File: src/rtl/if_seq_ctrl_pkg.sv
// if_seq_ctrl_pkg: shared state encoding, instruction width and reset PC for the fetch sequencer
package if_seq_ctrl_pkg;
   localparam int IW = 32;
   localparam logic [IW-1:0] RESET_PC_DEF = 32'h0000_0000;
   typedef enum logic [1:0] {
      S_IDLE = 2'd0,
      S_LOAD = 2'd1,
      S_RUN  = 2'd2,
      S_HALT = 2'd3
   } state_t;
endpackage

File: src/rtl/if_seq_ctrl_pc_next.sv
// if_seq_ctrl_pc_next: combinational next-PC arbitration (halt > redirect > stall > +4)
//   pc, stall, redirect, redirect_pc, halt_req -> pc_nxt, misalign, go_halt
module if_seq_ctrl_pc_next
   import if_seq_ctrl_pkg::*;
(
   input  logic [IW-1:0] pc,
   input  logic          stall,
   input  logic          redirect,
   input  logic [IW-1:0] redirect_pc,
   input  logic          halt_req,
   output logic [IW-1:0] pc_nxt,
   output logic          misalign,
   output logic          go_halt
);
   // a misaligned target only counts when the redirect is not pre-empted by halt
   assign misalign = redirect & ~halt_req & (|redirect_pc[1:0]);
   assign go_halt  = halt_req | misalign;
   assign pc_nxt   = go_halt ? pc : redirect ? redirect_pc : stall ? pc : pc + 32'd4;
endmodule

File: src/rtl/if_seq_ctrl.sv
// if_seq_ctrl: IF-stage sequencer; loads a program into instruction memory then drives the PC
//   CLK/RST (async active-low); start; ld_valid/ld_data/ld_last/ld_ready load handshake;
//   im_we/im_waddr/im_wdata memory write port; stall/redirect/redirect_pc/halt_req PC control;
//   new_pc, fetch_en, busy, err (sticky misaligned redirect), state_o
module if_seq_ctrl
   import if_seq_ctrl_pkg::*;
#(
   parameter int             AW        = 10,
   parameter logic [IW-1:0]  RESET_PC  = RESET_PC_DEF,
   parameter int             MAX_WORDS = 1024
)(
   input  logic          CLK,
   input  logic          RST,
   input  logic          start,
   input  logic          ld_valid,
   input  logic [IW-1:0] ld_data,
   input  logic          ld_last,
   output logic          ld_ready,
   output logic          im_we,
   output logic [AW-1:0] im_waddr,
   output logic [IW-1:0] im_wdata,
   input  logic          stall,
   input  logic          redirect,
   input  logic [IW-1:0] redirect_pc,
   input  logic          halt_req,
   output logic [IW-1:0] new_pc,
   output logic          fetch_en,
   output logic          busy,
   output logic          err,
   output logic [1:0]    state_o
);
   localparam logic [AW-1:0] LAST_W = AW'(MAX_WORDS - 1);
   state_t        state_q, state_d;
   logic [AW-1:0] cnt;
   logic [IW-1:0] pc_nxt;
   logic          misalign, go_halt, accept;
   assign ld_ready = state_q == S_LOAD;
   assign accept   = ld_valid & ld_ready;
   assign fetch_en = state_q == S_RUN;
   assign busy     = (state_q == S_LOAD) | (state_q == S_RUN);
   assign state_o  = state_q;
   if_seq_ctrl_pc_next u_pc_next (
      .pc          (new_pc),
      .stall       (stall),
      .redirect    (redirect),
      .redirect_pc (redirect_pc),
      .halt_req    (halt_req),
      .pc_nxt      (pc_nxt),
      .misalign    (misalign),
      .go_halt     (go_halt)
   );
   always_ff @(posedge CLK or negedge RST)
      if (!RST) state_q <= S_IDLE;
      else      state_q <= state_d;
   always_comb begin
      state_d = state_q;
      unique case (state_q)
         S_IDLE:  if (start) state_d = S_LOAD;
         S_LOAD:  if (accept && (ld_last || cnt == LAST_W)) state_d = S_RUN;
         S_RUN:   if (go_halt) state_d = S_HALT;
         S_HALT:  if (start) state_d = S_LOAD;
         default: state_d = S_IDLE;
      endcase
   end
   // the write is registered, so the last word lands one cycle into RUN
   always_ff @(posedge CLK or negedge RST)
      if (!RST) begin
         cnt      <= '0;
         im_we    <= 1'b0;
         im_waddr <= '0;
         im_wdata <= '0;
         new_pc   <= RESET_PC;
         err      <= 1'b0;
      end else begin
         im_we <= accept;
         if (accept) begin
            im_waddr <= cnt;
            im_wdata <= ld_data;
            cnt      <= cnt + AW'(1);
         end
         if (state_q != S_LOAD && state_d == S_LOAD) begin
            cnt <= '0;
            err <= 1'b0;
         end
         if (state_q == S_LOAD && state_d == S_RUN) new_pc <= RESET_PC;
         if (state_q == S_RUN) begin
            new_pc <= pc_nxt;
            if (misalign) err <= 1'b1;
         end
      end
endmodule

File: config.mk
export PLATFORM = sky130hd
export DESIGN_NAME = if_seq_ctrl
export DESIGN_NICKNAME = d
export VERILOG_FILES = /design/src/rtl/if_seq_ctrl_pkg.sv /design/src/rtl/if_seq_ctrl_pc_next.sv /design/src/rtl/if_seq_ctrl.sv
export SDC_FILE = /design/constraint.sdc
export NUM_CORES = 1
export LEC_CHECK = 0
export ABC_AREA = 1
export BUFFER_PORTS_ARGS = -buffer_cell sky130_fd_sc_hd__buf_2
export CAP_MARGIN = 20
export CORE_MARGIN = 1
export CORE_UTILIZATION = 34
export DETAILED_ROUTE_END_ITERATION = 12
export PLACE_DENSITY = 0.59
export REMOVE_ABC_BUFFERS = 1
export SYNTH_ARGS = -nofsm -noshare
export SYNTH_HDL_FRONTEND = slang
export SYNTH_SLANG_ARGS = --single-unit
export TNS_END_PERCENT = 5
File: constraint.sdc
create_clock -name CLK -period 6.5 [get_ports CLK]
set_clock_uncertainty 0.2 [all_clocks]
set_input_delay 0 -clock CLK [delete_from_list [all_inputs] [get_ports CLK]]
set_output_delay 0 -clock CLK [all_outputs]
set_load 0.005 [all_outputs]
== Yosys cells after proc, flatten, opt, wreduce, memory -nomap -nowiden ==
Index checks and enable logic that the tools add are counted.

* Register bits: 88
* Word-level logic and storage cells: 48
* Output and inout bits: 81

* Mux-type cells: 14
* Add/subtract/negate cells: 2
* Bitwise logic cells: 6
* Reductions and logical operators: 10
* Equality and inequality tests: 9

{| class="wikitable"
|+ Operators by type and width
! operator !! number
|-
| 2-to-1 mux 32 bit || 5
|-
| adder 32 x 3 -> 32 bit, second input constant || 1
|-
| 2-to-1 mux 10 bit || 2
|-
| adder 10 x 1 -> 10 bit, second input constant || 1
|-
| equality test 10 bit, second input constant || 1
|-
| equality test 2 bit, second input constant || 3
|-
| 2-to-1 mux 2 bit || 3
|-
| case mux 2 bit (3 select lines) || 1
|-
| equality test 2 x 1 -> 1 bit, second input constant || 2
|-
| nonzero test 2 bit || 2
|-
| OR reduction 2 bit || 2
|-
| AND 1 bit || 3
|-
| logical AND 1 bit || 3
|-
| 2-to-1 mux 1 bit || 3
|-
| != test 3 bit, second input constant || 1
|-
| AND reduction 3 bit || 1
|-
| logical NOT 2 bit || 1
|-
| != test 2 x 1 -> 1 bit, second input constant || 1
|-
| != test 2 bit, second input constant || 1
|-
| OR 1 bit || 2
|-
| logical OR 1 bit || 1
|-
| NOT 1 bit || 1
|}

== Logic depth before layout (Yosys ltp) ==
Gate-level depths: netlist of run 1.

* Depth in word-level cells: 11
* Depth in mapped cells: 14
* Depth with buffers taken out: 13

== Hierarchy ==
Synthesis of run 1 repeated with hierarchy kept, for this count alone.

* Cell total of the unflattened synthesis: 739
* Area total of the unflattened synthesis: 5345.1 µm²

{| class="wikitable"
|+ Modules (own cells, without submodules)
! module !! area an instance (µm²) !! cells each !! instances !! seq. area each (µm²)
|-
| if_seq_ctrl || 3788.6 || 416 || 1 || 2202.1
|-
| if_seq_ctrl_pc_next || 1556.5 || 323 || 1 || 0.0
|}

== Least setup slack after synthesis of run 1 ==
Ideal clock, no wire load.

* Path kind: register to register
* Start point: reg state_q[0], in the netlist state_o[0]
* End point: reg new_pc[26]
* Arrival: 1.888 ns
* Stages on the path, launching flop included: 14
* Period minus slack after synthesis: 2.205 ns
* Slack: 4.295 ns
* Path through: dfrtp_1 > inv_1 > ha_1 > nand2_1 > nor2_1 > a21oi_2 > nand2_1 > nand2_1 > nand3_1 > o21bai_2 > nand3_1 > buf_2 > nand2_1 > nand2_1

* Elaborated cells on any way between the ends: 18

{| class="wikitable"
|+ RTL lines
! what !! line !! source
|-
| from (decl) || if_seq_ctrl.sv:33 || <nowiki>state_t state_q, state_d;</nowiki>
|-
| from (signal assigned) || if_seq_ctrl.sv:54 || <nowiki>else state_q <= state_d;</nowiki>
|-
| equality test 2 bit (*) || - ||
|-
| via fetch_en || if_seq_ctrl.sv:27 || <nowiki>output logic fetch_en,</nowiki>
|-
| case mux 2 bit (3 select lines) || if_seq_ctrl.sv:57 || <nowiki>unique case (state_q)</nowiki>
|-
| equality test 2 bit || if_seq_ctrl.sv:85 || <nowiki>if (state_q == S_LOAD && state_d == S_RUN) new_pc <= RESET_PC;</nowiki>
|-
| logical AND 1 bit || if_seq_ctrl.sv:85 ||
|-
| nonzero test 2 bit (no source line) || - ||
|-
| AND reduction 3 bit (no source line) || - ||
|-
| to (signal assigned) || if_seq_ctrl.sv:87 || <nowiki>new_pc <= pc_nxt;</nowiki>
|-
| to (decl) || if_seq_ctrl.sv:26 || <nowiki>output logic [IW-1:0] new_pc,</nowiki>
|}

Mark *: on every way through the listed nets, which the timed path passes. The rest lies on a longest branch.
A chain may end at the register's enable or synchronous reset.

== Final worst setup path of run 1 ==
* Start point: reg state_q[0], in the netlist state_o[0]
* End point: reg err

* Word-level cells in the longest chain between the ends: 10
* Elaborated cells on any way between the ends: 17

{| class="wikitable"
|+ Ends and longest elaborated chain
! what !! line !! source
|-
| equality test 2 x 1 -> 1 bit || if_seq_ctrl.sv:37, if_seq_ctrl.sv:57 ||
|-
| AND 1 bit || if_seq_ctrl.sv:38 || <nowiki>assign accept = ld_valid & ld_ready;</nowiki>
|-
| logical AND 1 bit || if_seq_ctrl.sv:59 || <nowiki>S_LOAD: if (accept && (ld_last || cnt == LAST_W)) state_d = S_RUN;</nowiki>
|-
| 2-to-1 mux 2 bit || if_seq_ctrl.sv:59 ||
|-
| case mux 2 bit (3 select lines) (*) || if_seq_ctrl.sv:57 ||
|-
| via state_d[1] || if_seq_ctrl.sv:33 ||
|-
| equality test 2 x 1 -> 1 bit (*) || if_seq_ctrl.sv:81 || <nowiki>if (state_q != S_LOAD && state_d == S_LOAD) begin</nowiki>
|-
| logical AND 1 bit (*) || if_seq_ctrl.sv:81 ||
|-
| 2-to-1 mux 1 bit (*) || if_seq_ctrl.sv:81 ||
|-
| 2-to-1 mux 1 bit || if_seq_ctrl.sv:88 || <nowiki>if (misalign) err <= 1'b1;</nowiki>
|-
| 2-to-1 mux 1 bit (*) || if_seq_ctrl.sv:86 || <nowiki>if (state_q == S_RUN) begin</nowiki>
|-
| to (signal assigned) || if_seq_ctrl.sv:73 || <nowiki>err <= 1'b0;</nowiki>
|-
| to (signal assigned) || if_seq_ctrl.sv:83 || <nowiki>err <= 1'b0;</nowiki>
|-
| to (signal assigned) || if_seq_ctrl.sv:88 ||
|-
| to (decl) || if_seq_ctrl.sv:29 || <nowiki>output logic err,</nowiki>
|}

Marked as above.

==> run_results.csv, run 1 <==
group,metric,value,unit
routing,drtPass1Iterations,5,
finish,final_cell_mix,"320 x nand2_1, 151 x buf_2, 88 x dfrtp_1, 73 x nor2_1, 71 x dlygate4sd3_1",
sta,setup_viol,0,
sta,rsz0062_at_grt,"false",
power,power_density,342.3,nW/um2
sta,worstMarginPinSlew,0.7290,ns
logic_synthesis,synth-seq-cells,88,
clocking,cts_root_buf,"clkbuf_16",
finish,diodes,0,
global_route,track_usage,21.16,%
sta,whs,0.05834,ns
logic_synthesis,syn_inst,714,
finish,utilization,49.59,%
logic_synthesis,synth-warning-count,0,
clocking,clkLatencyLatePin,0.34,ns
die,io_pins,153,
sta,max_freq,241.9,MHz
setup_path,required,6.52,ns
finish,fin_nets,1005,
setup_path,start_kind,"flop",
setup_path,arrival,4.16,ns
worst_hold_path,hold_path_depth,5,
sta,fin_ws,2.366,ns
place,gp_congestion,0.8987,
place,dp_slack,2.627,ns
global_route,grt_max_degree,56,
run,max_cap_viol_count,0,
die,die-area,14960,um2
routing,drtIter0Drc,337,
outcome,status,"finished, final reports clean",
routing,wl_per_cell,13.84,um
clocking,htreeDepth,3,
worst_hold_path,hp-class,"primary input to flop",
place,io_buffers,152,
clocking,path_clk_slew,0.07,ns
routing,antenna_left,0,
die,die_width,122.3,um
clocking,cts_buffer_depth,2,
power,p_leak,3.781,nW
logic_synthesis,avgSynthCellArea,6.892,um2
clocking,cts_setup_buffers,0,
die,start_util,35.18,%
place,dp_hpwl,10450,um
power,peakVddDrop,0.0002400,V
logic_synthesis,ys_seq_area_share,44.75,%
global_route,grt_antenna_before_repair,0,
setup_path,path_max_fanout,53,
routing,viasPerCell,4.678,
die,die_h,122.3,um
sta,period_share,63.61,%
finish,drive_gt1_share,19.96,%
setup_path,crit_type,"flop to flop",
setup_path,end_kind,"flop",
routing,route.detailed.drc,0,
routing,vias,5202,
finish,final_common_cell,"nand2_1",
place,dp.cells,1024,
sta,setup_tns,0,ns
clocking,cts_tree,"done",
routing,drt_wl_total,15400,um
sta,relSlewSlack,51.40,%
logic_synthesis,ys_types,28,
die,core,13990,um2
sta,drv_slew,0,
logic_synthesis,netlist_area,4921,um2
global_route,grt_pass1_wl,24630,um
global_route,grt_pass1_vias,4936,
sta,fin_crit,4.134,ns
clocking,cts_buffers,9,
global_route,grt_overflow,0,
setup_path,reg2reg_depth,14,
die,rows,43,
clocking,clkSinkCount,88,
clocking,cts_resized,0,
finish,final_cells,1112,
finish,areaGrowthSynthToFinish,40.96,%
sta,final-hold-violation-count,0,
-- cells in the mapped netlist --
library cell	count	share of area, %
nand3b_1	15	2.3
a22o_1	1	0.18
xor2_1	9	1.6
a31oi_1	1	0.13
nand3_1	29	2.9
a21oi_1	6	0.61
inv_1	56	4.3
nor2_2	2	0.25
ha_1	5	1.3
clkinv_1	6	0.46
nand4_1	34	4.3
dfrtp_1	88	45
nor2_1	73	5.6
o31ai_1	1	0.15
or2_2	2	0.25
buf_2	7	0.71
o21ai_1	3	0.31
o21ai_0	21	2.1
xnor2_1	1	0.18
nand2_1	320	24
a32o_1	1	0.20
nor3_1	3	0.31
o211ai_1	2	0.31
o21bai_2	1	0.23
a21oi_2	1	0.18
buf_1	5	0.38
clkbuf_1	15	1.1
inv_2	6	0.46
-- logic make-up (layout without fill, tap and decap cells) --
group / Yosys count / count (layout) / synth area share (%)
adders and majority gates: 5 / 5 / 1.271
AOI/OAI and AO/OA: 38 / 38 / 4.424
and+or+nand+nor: 478 / 478 / 40.35
buffers and inverters: 95 / 313 / 7.424
DFF: 88 / 88 / 44.75
xor gates and xnor gates: 10 / 10 / 1.780
-- power breakdown --
part	internal (mW)	total [mW]	switching [mW]
clock	0.376	0.602	0.226
sequential	0.710	0.844	0.134
combinational	0.366	0.929	0.563
-- routing by layer --
| metal | share of wire, % | vias up | GRT usage (%) | wire length (um) |
|---|---|---|---|---|
| met4 | 1.6 | 0 | 6.784 | 244 |
| met1 | 48 | 2378 | 29.75 | 7389 |
| met3 | 4.7 | 19 | 3.950 | 717 |
| met2 | 46 | 135 | 32.69 | 7043 |
| met5 | 0 | - | 0 | 0 |
| li1 | - | 2670 | - | - |
-- worst paths after layout --
check,from,to,slack (ns)
max in group asynchronous,RST,new_pc[22],4.85
max reg2reg,state_o[0],err,2.37
min in group asynchronous,RST,im_waddr[5],0.53
max,state_o[0],err,2.37
min,ld_valid,im_wdata[1],0.06
min reg2reg,im_wdata[3],im_wdata[3],0.27
-- through the flow --
step	total power, mW	instance area [um2]
3_3_place_gp	1.714	5837
6_report	2.375	6937
3_5_place_dp	1.723	5837
4_1_cts	2.383	6899
5_1_grt	2.556	6937
2_1_floorplan	1.323	4811
-- sequential cells by signal, summed over array words and instances (netlist names) --
name	flops
im_we	1
new_pc	32
err	1
state_o	2
im_wdata	32
im_waddr	10
cnt	10
-- timing repair --
item	CTS	global route
endpoints found under the setup margin	0	0
hold buffers	71	1
endpoints found under the hold margin	98	3
-- worst max-delay path, cell delays in order (launching register included) --
cell and delay (ns):
dfrtp_1 0.46, ha_1 0.28, nand2_1 0.07, buf_4 0.42, inv_2 0.42, nand2_1 0.19, nand2_1 0.06, nand2_1 0.09
dlygate4sd3_1 0.56, inv_1 0.06, nor2_1 0.08, nand2_1 0.27, nand2_1 0.14, o31ai_1 0.08, dlygate4sd3_1 0.56
-- cell type report --
class                           count  area [um2]
Timing Repair Buffer              230        1559
Fill cell                        1408        7052
Inverter                           68       255.2
Multi-Input combinational cell    531        2354
Tap cell                          180       225.2
Sequential cell                    88        2202
Clock inverter                      6       116.4
Clock buffer                        9       225.2
Power figures use the tool's default switching activity.
==> inputs of run 2 (changes only) <==
- clock period: 6.5 -> 4 ns (I/O delays scaled with it)
==> run_results.csv, run 2 (same netlist as run 1, synthesis figures left out) <==
group,metric,value,unit
routing,viasPerCell,4.705,
finish,register_area,2202,um2
routing,drtIter0Drc,345,
power,switching_share,40.75,%
setup_path,critPathTopFamily,"buffers and inverters",
die,die_h,122.3,um
clocking,cts_buffers,9,
place,dp_hpwl,10390,um
routing,drtPass1Iterations,5,
finish,final_common_cell,"nand2_1",
setup_path,required,4.09,ns
outcome,status,"finished, final reports clean",
power,power_frac_comb,41.0,%
run,max_cap_viol_count,0,
power,power.switching,1.506,mW
finish,diodes,0,
global_route,grt_pass1_wl,24990,um
sta,fin_crit,3.136,ns
setup_path,critical-path-max-stage-delay,0.58,ns
routing,drt_wl_total,15250,um
sta,max_freq,318.9,MHz
finish,reg_top3,"im_wdata (32), new_pc (32)",
worst_hold_path,hp-class,"primary input to async pin",
finish,multi_input_area,2354,um2
global_route,grt_max_degree,56,
clocking,cts_root_buf,"clkbuf_16",
clocking,cts_tree,"done",
sta,relSlewSlack,51.88,%
clocking,clkLatencyLatePin,0.35,ns
finish,final_cell_mix,"320 x nand2_1, 151 x buf_2, 88 x dfrtp_1, 73 x nor2_1, 70 x dlygate4sd3_1",
die,die-area,14960,um2
die,start_util,35.18,%
global_route,track_usage,21.51,%
global_route,grt_pass1_vias,5055,
setup_path,start_kind,"flop",
setup_path,crit_type,"flop to flop",
clocking,htreeDepth,3,
setup_path,cpMaxStageDelayCell,"dlygate4sd3_1",
sta,period_share,78.40,%
power,peakVddDrop,0.0004169,V
routing,antenna_left,0,
finish,fillCellCount,1461,
routing,wl_per_cell,13.69,um
clocking,cts_buffer_depth,2,
sta,rsz0062_at_grt,"false",
routing,route.detailed.drc,0,
power,power_density,539.5,nW/um2
sta,fin_ws,0.8640,ns
clocking,path_clk_slew,0.07,ns
power,p_leak,3.738,nW
die,die_width,122.3,um
routing,vias,5241,
sta,drv_slew,0,
clocking,clkSinkCount,88,
setup_path,end_kind,"flop",
setup_path,arrival,3.22,ns
power,internal_power,2.189,mW
place,dp_slack,0.9914,ns
place,gp_congestion,0.9259,
die,io_pins,153,
setup_path,path_max_fanout,16,
finish,areaGrowthSynthToFinish,39.18,%
finish,fin_nets,1006,
power,total_power,3.695,mW
setup_path,worst-path-buf-inv,4,
sta,final-hold-violation-count,0,
global_route,grt_overflow,0,
sta,worstMarginPinSlew,0.7201,ns
die,rows,43,
power,clkPwrFrac,22.1,%
place,io_buffers,152,
sta,setup_viol,0,
finish,drive_gt1_share,20.13,%
die,core,13990,um2
power,seq_power_share,36.9,%
clocking,ctsHoldBuffers,70,
clocking,cts_setup_buffers,0,
setup_path,crit_chain,"inv_1, ha_1, inv_1, nand3_1, nand2_1, inv_1, nor2_1, nand2_1, nand2_1, o31ai_1, dlygate4sd3_1",
clocking,cts_resized,0,
global_route,grt_antenna_before_repair,0,
## run 2: metal layers
metal / vias to the layer above / wire [um] / GRT usage, %
met5: - / 0 / 0
met3: 26 / 715 / 3.113
met4: 0 / 405 / 9.146
li1: 2669 / - / -
met2: 147 / 7011 / 34.62
met1: 2399 / 7116 / 28.79
## run 2: stage by stage
stage	instance area (um2)	hold WS (ns)	std cells	utilization, %	TNS, ns
5_1_grt	6849	0.1113	1114	48.96	0
6_report	6849	0.04418	1114	48.96	0
3_3_place_gp	5867	-0.09285	1028	41.94	0
4_1_cts	6849	0.07392	1114	48.96	0
2_1_floorplan	4811	-0.4956	687	-	-7.829
3_5_place_dp	5867	-0.08935	1028	41.94	0
## run 2: path summary, 6_finish.rpt
path	to	from	depth (start not counted)	slack, ns
max in group asynchronous	new_pc[29]	RST	3	2.63
max	err	state_o[0]	11	0.86
min in group CLK	im_wdata[9]	ld_data[9]	4	0.17
min	im_waddr[6]	RST	2	0.04
max reg2reg	err	state_o[0]	11	0.86
min reg2reg	new_pc[0]	new_pc[0]	2	0.27
## run 2: layout make-up
type | instances | share of cell area, %
clock inverters | 6 | 0.7673
flip-flops and latches | 88 | 32.15
repair buffers | 231 | 22.36
clock buffers | 10 | 3.343
well taps | 180 | 3.288
inverters | 68 | 3.727
multi-input cells | 531 | 34.36
## run 2: power by group through the flow
stage / combinational, mW / sequential, mW / clock [mW]
after floorplan: 0.779 / 1.37 / 0
after detailed placement: 1.45 / 1.38 / 0
after global placement: 1.43 / 1.37 / 0
final: 1.51 / 1.37 / 0.816
after global routing: 1.73 / 1.40 / 0.881
after CTS: 1.53 / 1.36 / 0.840
==> inputs of run 3 (changes only) <==
- PLACE_DENSITY: 0.59 -> 0.61
- clock period: 4 -> 2.81 ns (I/O delays scaled with it)
==> run_results.csv, run 3 (same netlist as run 1, synthesis figures left out) <==
group,metric,value,unit
routing,wl_met3,723,um
setup_path,required,2.85,ns
setup_path,crit_chain,"inv_1, ha_1, inv_1, nand3_1, nand2_1, o21bai_2, buf_4, nand3_1, nand2_1, inv_1",
die,start_util,35.18,%
setup_path,critical_path_depth,10,
setup_path,path_max_fanout,31,
power,clkPwrFrac,24.9,%
finish,reg_top3,"im_wdata (32), new_pc (32)",
routing,vias,5254,
die,die-area,14960,um2
worst_hold_path,hp-start,"stall",
routing,wl_met2,6934,um
sta,period_share,89.07,%
power,peakVddDrop,0.0004672,V
finish,areaGrowthSynthToFinish,43.48,%
global_route,grt_pass1_wl,24020,um
place,dp_hpwl,10190,um
global_route,grt_pass1_vias,4816,
place,gp_congestion,0.8949,
finish,fin_nets,1021,
clocking,ctsHoldBuffers,82,
finish,final_cell_mix,"320 x nand2_1, 151 x buf_2, 88 x dfrtp_1, 82 x dlygate4sd3_1, 73 x nor2_1",
routing,route.detailed.drc,0,
setup_path,reg2reg_from,"state_o[0]",
power,internal_power,3.357,mW
power,seq_power_share,35.4,%
global_route,grt_max_degree,59,
sta,rsz0062_at_grt,"false",
sta,drv_slew,0,
setup_path,arrival,2.55,ns
sta,worstMarginPinSlew,0.7879,ns
routing,antenna_left,0,
global_route,grt_overflow,0,
die,die_h,122.3,um
power,total_power,5.499,mW
worst_hold_path,hold_path_depth,5,
setup_path,reg2reg_depth,10,
finish,drive_gt1_share,20.23,%
routing,viasPerCell,4.654,
power,power_density,778.9,nW/um2
setup_path,crit_type,"flop to flop",
power,switching_share,38.96,%
die,die_width,122.3,um
setup_path,end_kind,"flop",
sta,final-hold-violation-count,0,
clocking,clkLatencyLatePin,0.35,ns
finish,utilization,50.47,%
setup_path,cp-startpoint,"state_o[0]",
power,power.switching,2.142,mW
die,core,13990,um2
global_route,grt_antenna_before_repair,0,
sta,relSlewSlack,47.47,%
clocking,cts_buffers,9,
die,io_pins,153,
sta,fin_crit,2.503,ns
outcome,status,"finished, final reports clean",
setup_path,start_kind,"flop",
routing,top_layer_used,"met4",
place,io_buffers,152,
finish,diodes,0,
setup_path,cpMaxStageDelayCell,"dfrtp_1",
clocking,path_clk_slew,0.07,ns
finish,final_common_cell,"nand2_1",
sta,setup_viol,0,
clocking,cts_setup_buffers,0,
setup_path,worst-path-buf-inv,4,
clocking,htreeDepth,3,
power,power_frac_comb,39.7,%
sta,max_freq,399.5,MHz
setup_path,cpMostUsedCell,"inv_1",
clocking,clkSinkCount,88,
routing,wl_per_cell,13.40,um
clocking,cts_buffer_depth,2,
clocking,cts_resized,0,
setup_path,critical-path-max-stage-delay,0.46,ns
die,rows,43,
clocking,cts_root_buf,"clkbuf_16",
clocking,cts_tree,"done",
routing,drt-met1-wl,7052,um
worst_hold_path,hp-class,"primary input to flop",
sta,whs,0.01209,ns
setup_path,critPathTopFamily,"buffers and inverters",
power,p_leak,3.812,nW
routing,drt_wl_total,15130,um
routing,drtPass1Iterations,5,
global_route,track_usage,20.86,%
run,max_cap_viol_count,0,
routing,drtIter0Drc,333,
run 3: changes by cell type in the layout (fill, tap and decap cells not counted):
cell           change
inv_8              -1
clkinv_4           -1
bufinv_16          +2
clkbuf_1           -1
dlygate4sd3_1     +12
buf_4              +2
clkinvlp_4         -1
buf_12             +1
clkbuf_8           +2
run 3: path summary, 6_finish.rpt:
path / to / slack [ns]
worst max register to register: new_pc[0] / 0.31
worst max-delay path: new_pc[0] / 0.31
max in group asynchronous: new_pc[30] / 1.66
worst min register to register: new_pc[1] / 0.27
min in group asynchronous: im_waddr[6] / 0.06
worst min-delay path: new_pc[15] / 0.01
run 3: layout make-up:
| type | instances | area (um2) |
|---|---|---|
| fill | 1430 | 6928 |
| multi-input combinational | 531 | 2354 |
| sequential | 88 | 2202 |
| timing repair buffer | 246 | 1687 |
| inverter | 68 | 255.2 |
| clock buffer | 11 | 252.7 |
| tap | 180 | 225.2 |
| clock inverter | 5 | 85.08 |
run 3: power by group through the flow:
stage	Clock, mW	Combinational (mW)	Sequential [mW]
floorplan	0	1.11	1.95
global placement	0	2.03	1.96
detailed placement	0	2.05	1.96
CTS	1.40	2.19	1.94
global route	1.46	2.47	1.99
finish	1.37	2.18	1.95
run 3: metal layers:
metal  vias to the layer above  track usage (%)
met5                         -                0
met4                         0            9.680
met3                        32            3.206
met2                       136            32.48
met1                      2377            28.39
li1                       2709                -
run 3: worst min-delay path: cells and delay by family:
kind / cells / cell delay, ns
and+or+nand+nor: 3 / 0.23
buffers and inverters: 2 / 0.28
run 3: stage by stage:
| stage | instances | setup slack, ns | cell area [um2] | TNS (ns) |
|---|---|---|---|---|
| floorplan | 687 | -1.451 | 4811 | -47.83 |
| global placement | 1031 | 0.3953 | 5902 | 0 |
| detailed placement | 1031 | 0.3455 | 5902 | 0 |
| CTS | 1129 | 0.3301 | 7061 | 0 |
| global route | 1129 | 0.04979 | 7061 | 0 |
| finish | 1129 | 0.3071 | 7061 | 0 |
